===== src/rtl/mmio_bus_pkg.sv =====
// rtl/mmio_bus_pkg.sv - shared types and width helpers for the MMIO bus controller
package mmio_bus_pkg;

  typedef enum logic [1:0] {
    ST_IDLE,
    ST_MEM,
    ST_IO,
    ST_RESP
  } state_t;

  localparam logic [31:0] DEFAULT_IO_BASE = 32'hFFFF_FC00;

  // Channel index width; a single channel still needs one bit to carry the index.
  function automatic int ch_w(input int n_ch);
    return (n_ch > 1) ? $clog2(n_ch) : 1;
  endfunction

  // Byte-offset width inside one channel window.
  function automatic int off_w(input int span);
    return (span > 1) ? $clog2(span) : 1;
  endfunction

endpackage


===== src/rtl/mmio_bus_ctrl_if.sv =====
// rtl/mmio_bus_ctrl_if.sv - core-side request/response bus of the MMIO controller
interface mmio_bus_ctrl_if #(
  parameter int ADDR_W = 32,
  parameter int DATA_W = 32
);

  logic              req_valid;
  logic              req_write;
  logic [ADDR_W-1:0] req_addr;
  logic [DATA_W-1:0] req_wdata;
  logic              req_ready;
  logic              rsp_valid;
  logic [DATA_W-1:0] rsp_rdata;
  logic              rsp_err;

  modport master (
    output req_valid, req_write, req_addr, req_wdata,
    input  req_ready, rsp_valid, rsp_rdata, rsp_err
  );

  modport slave (
    input  req_valid, req_write, req_addr, req_wdata,
    output req_ready, rsp_valid, rsp_rdata, rsp_err
  );

endinterface


===== src/rtl/mmio_addr_decode.sv =====
// rtl/mmio_addr_decode.sv - combinational memory/IO address decoder
module mmio_addr_decode
  import mmio_bus_pkg::*;
#(
  parameter int                ADDR_W  = 32,
  parameter int                N_CH    = 4,
  parameter logic [ADDR_W-1:0] IO_BASE = ADDR_W'(DEFAULT_IO_BASE),
  parameter int                CH_SPAN = 16
) (
  input  logic [ADDR_W-1:0]          addr,
  output logic                       is_io,
  output logic [ch_w(N_CH)-1:0]      ch,
  output logic [off_w(CH_SPAN)-1:0]  off,
  output logic                       misaligned,
  output logic                       out_of_range
);

  localparam int CH_W  = ch_w(N_CH);
  localparam int OFF_W = off_w(CH_SPAN);

  logic [ADDR_W-1:0] rel;
  logic [ADDR_W-1:0] win;

  // Window index is the IO-relative address divided by the power-of-two span.
  always_comb begin
    rel          = addr - IO_BASE;
    win          = rel >> OFF_W;
    is_io        = (addr >= IO_BASE);
    misaligned   = (addr[1:0] != 2'b00);
    out_of_range = is_io && (win >= ADDR_W'(N_CH));
    ch           = win[CH_W-1:0];
    off          = rel[OFF_W-1:0];
  end

endmodule


===== src/rtl/mmio_bus_ctrl.sv =====
// rtl/mmio_bus_ctrl.sv - single-outstanding load/store router to data memory or IO channels
module mmio_bus_ctrl
  import mmio_bus_pkg::*;
#(
  parameter int                ADDR_W  = 32,
  parameter int                DATA_W  = 32,
  parameter int                N_CH    = 4,
  parameter logic [ADDR_W-1:0] IO_BASE = ADDR_W'(DEFAULT_IO_BASE),
  parameter int                CH_SPAN = 16,
  parameter int                MEM_LAT = 2,
  parameter int                TIMEOUT = 8
) (
  input  logic                       clock,
  input  logic                       reset,
  mmio_bus_ctrl_if.slave             bus,
  output logic                       mem_en,
  output logic                       mem_we,
  output logic [ADDR_W-1:0]          mem_addr,
  output logic [DATA_W-1:0]          mem_wdata,
  input  logic [DATA_W-1:0]          mem_rdata,
  output logic [N_CH-1:0]            io_sel,
  output logic                       io_we,
  output logic [off_w(CH_SPAN)-1:0]  io_off,
  output logic [DATA_W-1:0]          io_wdata,
  input  logic [N_CH-1:0]            io_ack,
  input  logic [N_CH*DATA_W-1:0]     io_rdata
);

  localparam int CH_W  = ch_w(N_CH);
  localparam int OFF_W = off_w(CH_SPAN);

  state_t            state;
  logic              wr_q;
  logic [CH_W-1:0]   ch_q;
  logic [15:0]       cnt;

  logic              dec_is_io;
  logic [CH_W-1:0]   dec_ch;
  logic [OFF_W-1:0]  dec_off;
  logic              dec_mis;
  logic              dec_oor;

  mmio_addr_decode #(
    .ADDR_W (ADDR_W),
    .N_CH   (N_CH),
    .IO_BASE(IO_BASE),
    .CH_SPAN(CH_SPAN)
  ) u_decode (
    .addr        (bus.req_addr),
    .is_io       (dec_is_io),
    .ch          (dec_ch),
    .off         (dec_off),
    .misaligned  (dec_mis),
    .out_of_range(dec_oor)
  );

  // Request FSM; every output is a register updated on the transition that needs it.
  always_ff @(posedge clock) begin
    if (reset) begin
      state         <= ST_IDLE;
      bus.req_ready <= 1'b1;
      bus.rsp_valid <= 1'b0;
      bus.rsp_err   <= 1'b0;
      bus.rsp_rdata <= '0;
      mem_en        <= 1'b0;
      mem_we        <= 1'b0;
      mem_addr      <= '0;
      mem_wdata     <= '0;
      io_sel        <= '0;
      io_we         <= 1'b0;
      io_off        <= '0;
      io_wdata      <= '0;
      wr_q          <= 1'b0;
      ch_q          <= '0;
      cnt           <= '0;
    end else begin
      bus.rsp_valid <= 1'b0;
      case (state)
        ST_IDLE: begin
          if (bus.req_valid) begin
            bus.req_ready <= 1'b0;
            wr_q          <= bus.req_write;
            cnt           <= '0;
            if (dec_mis || dec_oor) begin
              state         <= ST_RESP;
              bus.rsp_valid <= 1'b1;
              bus.rsp_err   <= 1'b1;
              bus.rsp_rdata <= '0;
            end else if (!dec_is_io) begin
              state     <= ST_MEM;
              mem_en    <= 1'b1;
              mem_we    <= bus.req_write;
              mem_addr  <= bus.req_addr;
              mem_wdata <= bus.req_wdata;
            end else begin
              state    <= ST_IO;
              ch_q     <= dec_ch;
              io_sel   <= N_CH'(1) << dec_ch;
              io_we    <= bus.req_write;
              io_off   <= dec_off;
              io_wdata <= bus.req_wdata;
            end
          end
        end
        ST_MEM: begin
          // Stores complete after one write cycle; loads wait out the read latency.
          mem_we <= 1'b0;
          if (wr_q || (cnt == 16'(MEM_LAT - 1))) begin
            state         <= ST_RESP;
            mem_en        <= 1'b0;
            bus.rsp_valid <= 1'b1;
            bus.rsp_err   <= 1'b0;
            bus.rsp_rdata <= wr_q ? '0 : mem_rdata;
          end else begin
            cnt <= cnt + 16'd1;
          end
        end
        ST_IO: begin
          // An ack on the final wait cycle still counts as success.
          if (io_ack[ch_q]) begin
            state         <= ST_RESP;
            io_sel        <= '0;
            io_we         <= 1'b0;
            bus.rsp_valid <= 1'b1;
            bus.rsp_err   <= 1'b0;
            bus.rsp_rdata <= wr_q ? '0 : io_rdata[ch_q*DATA_W +: DATA_W];
          end else if (cnt == 16'(TIMEOUT - 1)) begin
            state         <= ST_RESP;
            io_sel        <= '0;
            io_we         <= 1'b0;
            bus.rsp_valid <= 1'b1;
            bus.rsp_err   <= 1'b1;
            bus.rsp_rdata <= '0;
          end else begin
            cnt <= cnt + 16'd1;
          end
        end
        ST_RESP: begin
          state         <= ST_IDLE;
          bus.req_ready <= 1'b1;
          bus.rsp_err   <= 1'b0;
          bus.rsp_rdata <= '0;
        end
        default: state <= ST_IDLE;
      endcase
    end
  end

endmodule


===== src/flat_wrapper.sv =====
// flat-port wrapper written by rule: the top's interface ports become plain ports
module mmio_bus_ctrl_flat import mmio_bus_pkg::*;
#(
  parameter int                ADDR_W  = 32,
  parameter int                DATA_W  = 32,
  parameter int                N_CH    = 4,
  parameter logic [ADDR_W-1:0] IO_BASE = ADDR_W'(DEFAULT_IO_BASE),
  parameter int                CH_SPAN = 16,
  parameter int                MEM_LAT = 2,
  parameter int                TIMEOUT = 8
)
  (clock, reset, mem_en, mem_we, mem_addr, mem_wdata, mem_rdata, io_sel, io_we, io_off, io_wdata, io_ack, io_rdata, bus_req_valid, bus_req_write, bus_req_addr, bus_req_wdata, bus_req_ready, bus_rsp_valid, bus_rsp_rdata, bus_rsp_err);
  mmio_bus_ctrl_if #(.ADDR_W(ADDR_W), .DATA_W(DATA_W)) bus_i ();
  input  logic clock;
  input  logic reset;
  output logic mem_en;
  output logic mem_we;
  output logic [ADDR_W-1:0] mem_addr;
  output logic [DATA_W-1:0] mem_wdata;
  input  logic [DATA_W-1:0] mem_rdata;
  output logic [N_CH-1:0] io_sel;
  output logic io_we;
  output logic [off_w(CH_SPAN)-1:0] io_off;
  output logic [DATA_W-1:0] io_wdata;
  input  logic [N_CH-1:0] io_ack;
  input  logic [N_CH*DATA_W-1:0] io_rdata;
  input wire logic [$bits(bus_i.req_valid)-1:0] bus_req_valid;
  input wire logic [$bits(bus_i.req_write)-1:0] bus_req_write;
  input wire logic [$bits(bus_i.req_addr)-1:0] bus_req_addr;
  input wire logic [$bits(bus_i.req_wdata)-1:0] bus_req_wdata;
  output wire logic [$bits(bus_i.req_ready)-1:0] bus_req_ready;
  output wire logic [$bits(bus_i.rsp_valid)-1:0] bus_rsp_valid;
  output wire logic [$bits(bus_i.rsp_rdata)-1:0] bus_rsp_rdata;
  output wire logic [$bits(bus_i.rsp_err)-1:0] bus_rsp_err;
  assign bus_i.req_valid = bus_req_valid;
  assign bus_i.req_write = bus_req_write;
  assign bus_i.req_addr = bus_req_addr;
  assign bus_i.req_wdata = bus_req_wdata;
  assign bus_req_ready = bus_i.req_ready;
  assign bus_rsp_valid = bus_i.rsp_valid;
  assign bus_rsp_rdata = bus_i.rsp_rdata;
  assign bus_rsp_err = bus_i.rsp_err;
  mmio_bus_ctrl #(.ADDR_W(ADDR_W), .DATA_W(DATA_W), .N_CH(N_CH), .IO_BASE(IO_BASE), .CH_SPAN(CH_SPAN), .MEM_LAT(MEM_LAT), .TIMEOUT(TIMEOUT)) u_core (.clock(clock), .reset(reset), .bus(bus_i), .mem_en(mem_en), .mem_we(mem_we), .mem_addr(mem_addr), .mem_wdata(mem_wdata), .mem_rdata(mem_rdata), .io_sel(io_sel), .io_we(io_we), .io_off(io_off), .io_wdata(io_wdata), .io_ack(io_ack), .io_rdata(io_rdata));
endmodule

===== config.mk =====
export PLATFORM = sky130hd
export DESIGN_NAME = mmio_bus_ctrl_flat
export DESIGN_NICKNAME = d
export VERILOG_FILES = /design/src/rtl/mmio_bus_pkg.sv /design/src/rtl/mmio_bus_ctrl_if.sv /design/src/rtl/mmio_addr_decode.sv /design/src/rtl/mmio_bus_ctrl.sv /design/src/flat_wrapper.sv
export SDC_FILE = /design/constraint.sdc
export NUM_CORES = 1
export LEC_CHECK = 0
export ABC_AREA = 1
export BUFFER_PORTS_ARGS = -buffer_cell sky130_fd_sc_hd__buf_2
export CAP_MARGIN = 10
export CORE_AREA = 2 2 145 147
export CTS_CLUSTER_SIZE = 16
export DETAILED_ROUTE_END_ITERATION = 8
export DIE_AREA = 0 0 147 149
export PLACE_DENSITY_LB_ADDON = 0.2
export SYNTH_ARGS = -nofsm -noshare
export SYNTH_HDL_FRONTEND = slang
export SYNTH_SLANG_ARGS = --single-unit

===== constraint.sdc =====
create_clock -name clock -period 2.1 [get_ports clock]
set_clock_uncertainty 0.1 [all_clocks]
set_input_delay 0.315 -clock clock [delete_from_list [all_inputs] [get_ports clock]]
set_output_delay 0.315 -clock clock [all_outputs]
set_load 0.05 [all_outputs]

### Word level (Yosys, flattened, before mapping)

Cells that the tools add are included.

* equality and inequality tests: 15
* shift operators: 2
* $lt $le $gt $ge: 3
* reduce and logical (&&, ||, !) cells: 19
* divide/modulo/power cells: 0
* multiply operators: 0
* bitwise operators: 2
* mux-type cells: 56
* add/subtract/negate cells: 2

Operators with widths (number)
* $mux W32: 7
* $pmux W32 S4: 1
* $shiftx A128 B8 Y32: 1
* $mux W16: 4
* $pmux W16 S3: 1
* $ge A32 B32 Y1 const B: 1
* $sub A32 B32 Y32 const B: 1
* $ge A28 B3 Y1 const B: 1
* $mux W1: 23
* $mux W4: 5
* $add A16 B1 Y16 const B: 1
* $eq A16 B1 Y1 const B: 1
* $eq A16 B3 Y1 const B: 1
* $reduce_and A4 Y1: 4
* $reduce_and A5 Y1: 3
* $mux W2: 6
* $ne A2 B2 Y1 const B: 6
* $pmux W1 S2: 4
* $pmux W2 S4: 1
* $pmux W4 S2: 1
* $reduce_bool A2 Y1: 4
* $ne A2 B1 Y1 const B: 3
* $eq A2 B2 Y1 const B: 2
* $pmux W1 S4: 1
* other kinds (13): 16

* RAM bits: 0
* logic and storage cells: 115
* latch bits: 0
* memories: 0
* flip-flop bits (word level): 163
* ROM bits: 0
* output and inout bits: 142
* input port bits: 232

### Depth between registers and ports, before layout

Gate-level depths: netlist (run 1).

* word-level depth: 7
* mapped depth: 18
* gate-level depth less buffers: 16

### Modules after synthesis

Synthesis (run 1) repeated with hierarchy kept, for this count alone.

* cells, all modules: 1395
* area total of the unflattened synthesis: 8668.3 µm²

Modules (own cells, without submodules)
* mmio_bus_ctrl: seq. area each 3263.1 µm², cells an instance 1244, times used 1, area an instance 7928.9 µm²
* mmio_addr_decode: seq. area each 0.0 µm², cells an instance 151, times used 1, area an instance 739.5 µm²

### Least setup slack after synthesis (run 1)

No wires, ideal clock.

* path kind: register to register
* start point: register u_core.state[0]
* end point: register u_core.bus.rsp_err
* path buffers: 2
* cell stages (with the launch flop): 14
* library setup time: 0.065 ns
* path slack: -0.021 ns
* required time: 1.935 ns
* data arrival time: 1.956 ns
* clock period less this slack: 2.121 ns
* cells stage by stage: dfxtp_1 inv_1 ha_1 clkbuf_1 inv_1 nor2_1 clkinv_1 nand2_1 nor2_2 inv_1 a21oi_2 buf_2 nor2_1 nor2_1

* longest elaborated chain between the ends: 3
* elaborated cells on any way between the ends: 10
* those cells by class: 7 x eq/ne; 1 x mux; 2 x reduce/logical

RTL lines
* start: declaration: RTL line mmio_bus_ctrl.sv:32 `state_t state;`
* start signal: assignment: RTL line mmio_bus_ctrl.sv:60 `state <= ST_IDLE;`
* start signal: assignment: RTL line mmio_bus_ctrl.sv:85 `state <= ST_RESP;`
* start signal: assignment: RTL line mmio_bus_ctrl.sv:90 `state <= ST_MEM;`
* $eq A2 B2 Y1, or another cell as far along: RTL line mmio_bus_ctrl.sv:78 `case (state)`
* $ne A3 B1 Y1 (no line), or another cell as far along
* $reduce_and A4 Y1 (no line)
* end signal: assignment: RTL line mmio_bus_ctrl.sv:63 `bus.rsp_err <= 1'b0;`
* end signal: assignment: RTL line mmio_bus_ctrl.sv:87 `bus.rsp_err <= 1'b1;`
* end signal: assignment: RTL line mmio_bus_ctrl.sv:112 `bus.rsp_err <= 1'b0;`
* end: declaration: RTL line mmio_bus_ctrl_if.sv:23 `output req_ready, rsp_valid, rsp_rdata, rsp_err`

Several ways; a longest one is shown, not always the timed one.
A chain may end at the register's enable or synchronous reset.

### Worst setup path after layout (run 1)

* start point: register u_core.cnt[14]
* end point: register u_core.bus.rsp_rdata[10]

* longest elaborated chain between the ends: 4
* elaborated cells on any way between the ends: 6
* those cells by class: 4 x eq/ne; 2 x reduce/logical

RTL lines
* start: declaration: RTL line mmio_bus_ctrl.sv:35 `logic [15:0] cnt;`
* start signal: assignment: RTL line mmio_bus_ctrl.sv:115 `cnt <= cnt + 16'd1;`
* start signal: assignment: RTL line mmio_bus_ctrl.sv:135 `cnt <= cnt + 16'd1;`
* $eq A16 B1 Y1: RTL line mmio_bus_ctrl.sv:108 `if (wr_q || (cnt == 16'(MEM_LAT - 1))) begin`
* $logic_or A1 B1 Y1: RTL line mmio_bus_ctrl.sv:108
* $ne A2 B1 Y1 (no line)
* $reduce_and A4 Y1 (no line) *
* end signal: assignment: RTL line mmio_bus_ctrl.sv:113 `bus.rsp_rdata <= wr_q ? '0 : mem_rdata;`
* end signal: assignment: RTL line mmio_bus_ctrl.sv:126 `bus.rsp_rdata <= wr_q ? '0 : io_rdata[ch_q*DATA_W +: DATA_W];`
* end: declaration: RTL line mmio_bus_ctrl_if.sv:23

Every way passes the cells marked *; elsewhere a longest branch is shown, timed or not.

==> run metrics, run 1 <==
share of cells above drive strength 1=29.2%; Leakage Power=about 6.3 nW; first-pass GRT wire length=45.3 mm; die area=21900 um2; via count of the first global-routing pass=9317; final estimated routing congestion in global placement=approximately 0.97; placeable core region=20600 um2; actual transition at the worst max-transition pin=between 400 and 500 ps; reg-to-reg setup timing slack=80 ps; total I/O pin count=374; clock slew at reported path FFs=70 ps; Initial Util=42.7%; leading cell types by total area after synthesis=dfxtp_1, nand2_1, nor2_1, o21ai_0, inv_1; outcome=finished, final reports clean; maximum fanout count along the critical path=6; Total Wirelength=a little under 30 mm; async set or reset register ratio after synthesis=0%; remaining antenna violation count after routing=0; RSZ-0062 raised after global routing=yes; HPWL after detailed placement=22.8 mm; cell area after synthesis=8780 um2; post-synth cell types=28; share of synthesized area occupied by flip-flops and latches=a little under two fifths; Crit Reg-Reg Endpoint=u_core.bus.rsp_rdata[10]; Max Transition Viols Final=0; post-detailed-route via-to-cell ratio=4.88; port bufs=approximately 370; clock period minus final worst setup slack=2020 ps; Routed wire per std cell=13.9 um; global-route usage over all layers=25.4%; aggregate global routing overflow=0; share of the cycle needed by the critical path after routing=96.2%; clock buffer count from CTS=17; flip-flop and latch count after synthesis=163; crit path kind=flop to flop; cell at the root of the clock tree=clkbuf_16; CTS tree=built; final number of setup-violating endpoints=0; kind of start point of the critical path=flop; net count of the finished layout=~2.1k; Net Count, Synth=1658; pin count of the biggest net entering global routing=65; overall via count from detail_route=10.3k; Max-Cap Viols=0; Critical Path Start=u_core.cnt[14]; worst reg2reg path depth=13; family with the most delay on the worst path=simple AND/OR/NAND/NOR gates; antenna violations before repair=5; share of the core filled with cells=between 50% and 60%; flip-flop cell with the highest count after synthesis=dfxtp_1; Worst path most repeated cell=nor2_1; cell with the most instances after synthesis=nand2_1; number of logic stages on the critical path including buffering=13; largest incremental delay on the critical path=320 ps; top-area cell type share of the netlist area=37.2%; cell chain of the critical path=nor2_1 > nand3_1 > nor3_2 > nand4_1 > nand3_1 > nand2_2 > nor2_4 > inv_2 > a21oi_4 > buf_6 > clkbuf_16 > nor2_1 > nor2_1; startpoint of the worst register-to-register path=u_core.cnt[14]; DRC violations left=0; DIE HEIGHT=149 um; relative slew slack=a little over two thirds; cell type contributing the most total cell area after synthesis=dfxtp_1; data arrival time at the worst-slack endpoint=between 2000 and 2500 ps; setup TNS after final layout=0 ps; Clock Sinks=163; cell total after placement=2071; CP Capture Point=u_core.bus.rsp_rdata[10]; post-layout total power=0.0134 W; x dimension of the die=147 um; critical path buffer and inverter count=3; Synth Warn #=0; type of the most critical hold path=input port to flop; worst skew pair latency=420 ps; Post-Syn Instances=approximately 1.4k; layout overhead on the synthesized area=38.8%; count of placed standard cells in the final layout, fillers left out=around 2.1k; synth cell count leaders=nand2_1, nor2_1, inv_1, o21ai_0, dfxtp_1; Row Count=53; DRC marker count from the first detailed-route iteration=between 500 and 600; maximum clock frequency=0.495 GHz; maximum number of buffers from clock root to sink=2; power density normalized to cell area=between 1000 and 1500 nW/um2; endpoint type of the worst setup path=flop; H-tree levels=4; Critical-path top delay cell=dfxtp_2; Fin. Hold Viols=0; number of iterations in the first detailed-routing pass=5; required time at the worst-slack endpoint=2350 ps; worst supply voltage drop on vdd=0.000477 V; number of flops mapped to enable cells by yosys=0; Mean Syn Cell Area=6.19 um2
## tightest hold or removal path: stages
cell	delay, ps
buf_2	90
nor2_1	40
nor2_1	80
## per-layer routing
metal	global-route usage, %	wire, um	up-vias	part of all wire (%)
li1	-	-	5287	-
met1	30.6	12300	4623	42
met2	45.1	14700	354	50
met3	4.83	1740	40	5.9
met4	9.86	672	0	2.3
met5	0	0	-	0
## report_power, final
group	switching (W)	total, W	internal, W
logic	0.00439	0.00633	0.00194
clock network	0.00147	0.00306	0.00160
registers	0.000307	0.00396	0.00365
## per-stage QoR
step / hold WS [ps] / area (um2) / worst slack (ps)
final: 31.4 / 12200 / 79.6
after global routing: 30.7 / 12200 / -73.6
after CTS: 16.3 / 12000 / 2.79
after detailed placement: 332 / 11400 / -269
after global placement: 326 / 11400 / -220
after floorplan: 284 / 8790 / 9.84
## kinds of logic after synthesis
family | after synthesis | share of synthesized area (%)
AOI/OAI and AO/OA | 291 | 17.1
adders and majority gates | 7 | 0.997
and+or+nand+nor | 674 | 31.1
DFF | 163 | 37.2
xor gates and xnor gates | 15 | 1.50
buffers and inverters | 269 | 12.1
## layout make-up
| cell class | count | area (um2) |
|---|---|---|
| inverter | 188 | 712 |
| multi-input combinational | 987 | 4560 |
| clock buffer | 17 | 425 |
| sequential | 163 | 3270 |
| tap | 275 | 344 |
| fill | 2004 | 8370 |
| timing repair buffer | 463 | 2710 |
| clock inverter | 15 | 154 |
| antenna | 5 | 12.5 |
## repair_timing
action	in CTS	in global routing
resized for setup	1	32
buffers inserted	0	3
cloned	0	2
endpoints found under the setup margin	16	89
pin swaps	0	8
hold buffers	0	0
## flip-flops by register name, indices dropped and copies added, names as in the netlist, 4 cells and up
name,count
u_core.bus.rsp_rdata,32
u_core.cnt,16
u_core.io_off,4
u_core.io_sel,4
u_core.io_wdata,32
u_core.mem_addr,32
u_core.mem_wdata,32
## layout by cell type, fill, tap and decap left out, types with 4 or more instances in the layout
| master | Yosys | layout |
|---|---|---|
| dfxtp_1 | 163 | 160 |
| buf_2 | 18 | 373 |
| nand3_1 | 71 | 67 |
| o21ai_0 | 173 | 173 |
| diode_2 | 0 | 5 |
| nand3_2 | 1 | 4 |
| inv_2 | 1 | 4 |
| nor2_1 | 264 | 254 |
| a21oi_1 | 82 | 82 |
| nand3b_1 | 5 | 5 |
| nor3_1 | 12 | 10 |
| nand2_1 | 295 | 292 |
| inv_8 | 0 | 7 |
| buf_6 | 4 | 5 |
| inv_1 | 185 | 181 |
| nand4_1 | 13 | 13 |
| xor2_1 | 15 | 15 |
| nand2_2 | 3 | 6 |
| o22ai_1 | 32 | 32 |
| buf_4 | 0 | 74 |
| nor2_2 | 4 | 11 |
| nor4_1 | 4 | 4 |
| nor2_4 | 2 | 5 |
| clkbuf_16 | 0 | 19 |
| ha_1 | 7 | 6 |
| buf_12 | 0 | 9 |
## how the worst min path moves through the flow
stage / startpoint / endpoint / slack (ps) / depth (start not counted)
after floorplan: reset / u_core.cnt[15] / 280 / 1
after detailed placement: u_core.mem_addr[18] / u_core.mem_addr[18] / 330 / 2
after global routing: bus_req_wdata[21] / u_core.io_wdata[21] / 30 / 3
after CTS: bus_req_wdata[20] / u_core.io_wdata[20] / 20 / 3
final: bus_req_wdata[24] / u_core.io_wdata[24] / 30 / 3
after global placement: u_core.mem_wdata[17] / u_core.mem_wdata[17] / 330 / 2
Note: power is estimated with default switching activity, not from simulation.
==> run 2: changes to the inputs <==
--- a/config.mk
+++ b/config.mk
@@ -12,6 +12,7 @@
 export CTS_CLUSTER_SIZE = 16
 export DETAILED_ROUTE_END_ITERATION = 8
 export DIE_AREA = 0 0 147 149
+export MAX_ROUTING_LAYER = met4
 export PLACE_DENSITY_LB_ADDON = 0.2
 export SYNTH_ARGS = -nofsm -noshare
 export SYNTH_HDL_FRONTEND = slang
==> run metrics, run 2 (synthesized netlist as in run 1, its figures left out) <==
CTS tree=built; Leakage Power=6.27 nW (-0.14%); endpoint type of the worst setup path=flop; Max Transition Viols Final=0 (unchanged); remaining antenna violation count after routing=0 (unchanged); via count of the first global-routing pass=9042 (-3.0%); family with the most delay on the worst path=buffers and inverters; port bufs=373 (unchanged); actual transition at the worst max-transition pin=527 ps (+85.7 ps); final number of setup-violating endpoints=0 (unchanged); HPWL after detailed placement=22.6 mm (-0.97%); maximum clock frequency=0.502 GHz (+1.4%); clock slew at reported path FFs=70 ps (about the same); Row Count=53 (unchanged); clock buffer count from CTS=17 (unchanged); placeable core region=20600 um2 (unchanged); Max-Cap Viols=0 (unchanged); first-pass GRT wire length=44.4 mm (-2.0%); die area=21900 um2 (unchanged); data arrival time at the worst-slack endpoint=2250 ps (-20 ps); cell chain of the critical path=inv_1 > ha_1 > buf_4 > inv_2 > nor2_1 > nor2_4 > inv_2 > a21oi_4 > buf_12 > buf_12 > nor2_1 > nor2_1; net count of the finished layout=2058 (-0.049%); aggregate global routing overflow=0 (unchanged); Seq. cell area=3260 um2 (about the same); type of the most critical hold path=input port to flop; critical path buffer and inverter count=6 (+3); Critical-path top delay cell=dfxtp_1; share of the cycle needed by the critical path after routing=94.8% (-1.4 points); Routed wire per std cell=13.9 um (-0.18%); x dimension of the die=147 um (unchanged); cell at the root of the clock tree=clkbuf_16; pin count of the biggest net entering global routing=65 (unchanged); clock period minus final worst setup slack=1990 ps (-28.7 ps); most frequent cells in the layout=buf_2, nand2_1, nor2_1, inv_1, o21ai_0; power density normalized to cell area=1090 nW/um2 (-0.10%); largest incremental delay on the critical path=380 ps (+60 ps); setup TNS after final layout=0 ps (unchanged); post-layout total power=0.0133 W (-0.47%); Fin. Hold Viols=0 (unchanged); share of cells above drive strength 1=28.7% (-0.58 points); Clock Sinks=163 (unchanged); DRC marker count from the first detailed-route iteration=468 (-8.8%); outcome=finished, final reports clean; layout overhead on the synthesized area=38.2%; relative slew slack=64.6% (-5.7 points); number of logic stages on the critical path including buffering=12 (-1); worst supply voltage drop on vdd=0.000539 V (+13%); Initial Util=42.7% (unchanged); Total Wirelength=29.3 mm (-0.28%); number of iterations in the first detailed-routing pass=5 (unchanged); area taken by multi-input logic gates=4530 um2 (-0.71%); share of the core filled with cells=59.1% (-0.22 points); worst skew pair latency=420 ps (about the same); most common library cell in the layout ignoring fill and taps=buf_2; DIE HEIGHT=149 um (unchanged); maximum fanout count along the critical path=9 (+3); kind of start point of the critical path=flop; final estimated routing congestion in global placement=0.985 (+1.4%); H-tree levels=4 (unchanged); required time at the worst-slack endpoint=2350 ps (about the same); RSZ-0062 raised after global routing=yes; global-route usage over all layers=25.9% (+0.48 points); overall via count from detail_route=10.2k (-0.85%); maximum number of buffers from clock root to sink=2 (unchanged); post-detailed-route via-to-cell ratio=4.84 (-0.76%); worst reg2reg path depth=12 (-1); total I/O pin count=374 (unchanged); fill count=2040 (+1.8%); crit path kind=flop to flop; hold path cells=3 (unchanged); antenna violations before repair=4 (-1); DRC violations left=0 (unchanged); Worst path most repeated cell=nor2_1
==> run 2: cell types whose count changed in the layout (fill, tap and decap cells not counted), moves of 2 or more <==
cell / previous run / this run
buf_6: 5 / 2
clkinvlp_4: 3 / 1
dfxtp_1: 160 / 162
dfxtp_2: 3 / 1
nor2_1: 254 / 259
nor2_2: 11 / 6
==> run 2: power by group <==
part / switching [W] / internal (W)
combinational: 0.00437 / 0.00190
sequential: 0.000290 / 0.00365
clock: 0.00148 / 0.00159
total: 0.00614 / 0.00715
==> run 2: final timing paths <==
check / start / end / slack (ps)
max reg2reg: u_core.state[0] / u_core.bus.rsp_rdata[8] / 110
min reg2reg: u_core.mem_wdata[13] / u_core.mem_wdata[13] / 340
max: u_core.state[0] / u_core.bus.rsp_rdata[8] / 110
min: bus_req_wdata[15] / u_core.io_wdata[15] / 20
==> run 2: area by class of cell <==
| type | count | share of cell area [%] |
|---|---|---|
| repair buffers | 462 | 22.3 |
| well taps | 275 | 2.83 |
| clock inverters | 15 | 1.29 |
| flip-flops and latches | 163 | 26.9 |
| multi-input cells | 987 | 37.3 |
| inverters | 188 | 5.83 |
| diodes | 4 | 0.0824 |
| clock buffers | 17 | 3.50 |
==> run 2: timing repair <==
item,4_1_cts,5_1_grt
pin swaps,0,1
setup endpoints to repair,9,84
resized for setup,2,17
hold buffers,0,0
cloned,0,3
setup buffers,0,1
==> run 2: through the flow <==
step,hold WS [ps],worst slack [ps],cell area [um2],instances
after global placement,326,-248,11400,2071
after CTS,4.37,3.98,12000,2103
after detailed placement,331,-271,11400,2071
final,20.5,108,12100,2111
after floorplan,284,9.84,8790,1419
after global routing,23.3,-44.3,12100,2111
==> run 2: tightest hold or removal path, delay by kind of cell <==
kind	cells	cell delay (ps)
buffers and inverters	1	80
and+or+nand+nor	2	120
==> run 2: per-layer routing <==
| metal | share of wire, % | GRT usage [%] | routed length, um | vias up |
|---|---|---|---|---|
| met1 | 42 | 30.1 | 12400 | 4567 |
| li1 | - | - | - | 5285 |
| met2 | 50 | 45.2 | 14600 | 324 |
| met5 | 0 | - | 0 | - |
| met4 | 2.4 | 8.56 | 696 | 0 |
| met3 | 5.6 | 5.14 | 1640 | 40 |
==> run 3: changes to the inputs <==
--- a/config.mk
+++ b/config.mk
@@ -8,10 +8,11 @@
 export ABC_AREA = 1
 export BUFFER_PORTS_ARGS = -buffer_cell sky130_fd_sc_hd__buf_2
 export CAP_MARGIN = 10
-export CORE_AREA = 2 2 145 147
+export CORE_AREA = 2 2 147 149
+export CTS_BUF_LIST = sky130_fd_sc_hd__clkbuf_4
 export CTS_CLUSTER_SIZE = 16
 export DETAILED_ROUTE_END_ITERATION = 8
-export DIE_AREA = 0 0 147 149
+export DIE_AREA = 0 0 149 151
 export MAX_ROUTING_LAYER = met4
 export PLACE_DENSITY_LB_ADDON = 0.2
 export SYNTH_ARGS = -nofsm -noshare
==> constraint.sdc (replaced) <==
create_clock -name clock -period 2.44 [get_ports clock]
set_clock_uncertainty 0.1 [all_clocks]
set_input_delay 0.366 -clock clock [delete_from_list [all_inputs] [get_ports clock]]
set_output_delay 0.366 -clock clock [all_outputs]
set_load 0.05 [all_outputs]
==> run metrics, run 3 (synthesized netlist as in run 1, its figures left out) <==
post-layout instance area=12000 um2 (-0.79%); share of the cycle needed by the critical path after routing=a little over nine tenths; maximum number of buffers from clock root to sink=2 (unchanged); count of placed standard cells in the final layout, fillers left out=2115 (+0.19%); most common library cell in the layout ignoring fill and taps=buf_2; worst skew pair latency=560 ps (+140 ps); clock slew at reported path FFs=130 ps (+60 ps); required time at the worst-slack endpoint=2780 ps (+430 ps); Row Count=53 (unchanged); clock buffer count from CTS=17 (unchanged); Worst path most repeated cell=nor2_1; Total Wirelength=29.7 mm (+1.3%); first-pass GRT wire length=45.7 mm (+2.8%); die area=22500 um2 (+2.7%); maximum fanout count along the critical path=22 (+13); final estimated routing congestion in global placement=0.886 (-10%); x dimension of the die=149 um (+1.4%); Critical Path Start=bus_req_addr[11]; CP Capture Point=u_core.ch_q[0]; cell at the root of the clock tree=clkbuf_4; DIE HEIGHT=151 um (+1.3%); placeable core region=20800 um2 (+1.3%); pin count of the biggest net entering global routing=57 (-12%); cell chain of the critical path=dlygate4sd3_1 > buf_2 > nand2_2 > nor2_4 > buf_4 > nand2_1 > o21ai_1 > nand2_1 > nor2_1 > nand2_1 > nor2_1 > nand2_2 > nor2_4 > nand2_4 > clkbuf_16 > nor2_1 > nor2_1; outcome=finished, final reports clean; share of the core filled with cells=57.9% (-1.2 points); DRC violations left=0 (unchanged); relative slew slack=65.6% (+1.1 points); Leakage Power=6.15 nW (-2.0%); post-detailed-route via-to-cell ratio=4.82 (-0.41%); kind of start point of the critical path=input port; antenna violations before repair=4 (unchanged); most frequent cells in the layout=buf_2, nand2_1, nor2_1, inv_1, o21ai_0; Fin. Hold Viols=0 (unchanged); data arrival time at the worst-slack endpoint=2720 ps (+470 ps); power density normalized to cell area=848 nW/um2 (-23%); overall via count from detail_route=10.2k (-0.23%); clock period minus final worst setup slack=about 2400 ps; final number of setup-violating endpoints=0 (unchanged); worst supply voltage drop on vdd=0.000415 V (-23%); via count of the first global-routing pass=9442 (+4.4%); Routed wire per std cell=14.0 um (+1.1%); Critical-path top delay cell=dlygate4sd3_1; remaining antenna violation count after routing=0 (unchanged); Max Transition Viols Final=0 (unchanged); aggregate global routing overflow=0 (unchanged); port bufs=373 (unchanged); CTS tree=built; global-route usage over all layers=26.1% (+0.21 points); cell total after placement=2023 (-2.3%); total I/O pin count=374 (unchanged); Crit Reg-Reg Endpoint=u_core.bus.rsp_rdata[7]; actual transition at the worst max-transition pin=511 ps (-16.1 ps); HPWL after detailed placement=21.9 mm (-3.0%); fill count=2060 (+0.98%); layout overhead on the synthesized area=37.2%; reg-to-reg setup timing slack=250 ps (+140 ps); number of logic stages on the critical path including buffering=17 (+5); type of the most critical hold path=input port to flop; Clock Sinks=163 (unchanged); post-layout total power=0.0102 W (-23%); net count of the finished layout=2062 (+0.19%); startpoint of the worst register-to-register path=u_core.cnt[1]; setup TNS after final layout=0 ps (unchanged); largest incremental delay on the critical path=550 ps (+170 ps); endpoint type of the worst setup path=flop; instance area after placement=11000 um2 (-3.4%); critical path buffer and inverter count=4 (-2); worst reg2reg path depth=12 (unchanged); family with the most delay on the worst path=simple AND/OR/NAND/NOR gates; crit path kind=input port to flop; Max-Cap Viols=0 (unchanged); number of iterations in the first detailed-routing pass=7 (+2); DRC marker count from the first detailed-route iteration=426 (-9.0%); share of cells above drive strength 1=26.3% (-2.4 points); H-tree levels=4 (unchanged); maximum clock frequency=0.420 GHz; Initial Util=42.2% (-0.54 points)
[run 3: per-stage QoR]
step	setup WS, ps	hold slack (ps)
final	59.0	70.7
after global routing	-31.2	35.2
after CTS	95.6	3.98
after detailed placement	-6.78	332
after global placement	74.5	327
after floorplan	319	335
[run 3: how the worst min path moves through the flow]
stage | cells after the start | end | startpoint | slack (ps)
floorplan | 1 | u_core.cnt[15] | reset | 340
global placement | 2 | u_core.mem_wdata[3] | u_core.mem_wdata[3] | 330
detailed placement | 2 | u_core.mem_addr[10] | u_core.mem_addr[10] | 330
CTS | 3 | u_core.mem_addr[28] | bus_req_addr[28] | 4
global route | 2 | u_core.cnt[6] | reset | 40
finish | 3 | u_core.mem_addr[15] | bus_req_addr[15] | 70
[run 3: cell type report]
cell class	instances	area [um2]	share of cell area [%]
multi-input cells	987	4550	37.8
well taps	275	344	2.86
clock buffers	18	135	1.12
diodes	4	10.0	0.0831
inverters	188	708	5.88
clock inverters	14	185	1.54
flip-flops and latches	163	3270	27.1
repair buffers	466	2850	23.7
[run 3: metal layers]
metal	GRT usage, %	routed length (um)	up-vias
li1	-	-	5287
met1	30.4	12500	4509
met2	44.7	14600	338
met3	4.37	1630	59
met4	11.0	931	0
met5	-	0	-
[run 3: report_power, final]
part	switching (W)	internal, W	total [W]
combinational	0.00359	0.00140	0.00499
sequential	0.000254	0.00314	0.00339
clock	0.00107	0.000756	0.00183
total	0.00491	0.00530	0.0102
[run 3: timing repair]
action                                 in CTS  in global routing
setup endpoints to repair                   0                100
gates resized for setup                     0                 30
buffers inserted                            0                  1
hold buffers                               52                  0
endpoints found under the hold margin      87                  0
[run 3: worst min-delay path: stages]
cell and delay [ps]:
buf_2 120, o21ai_0 90, a21oi_1 110
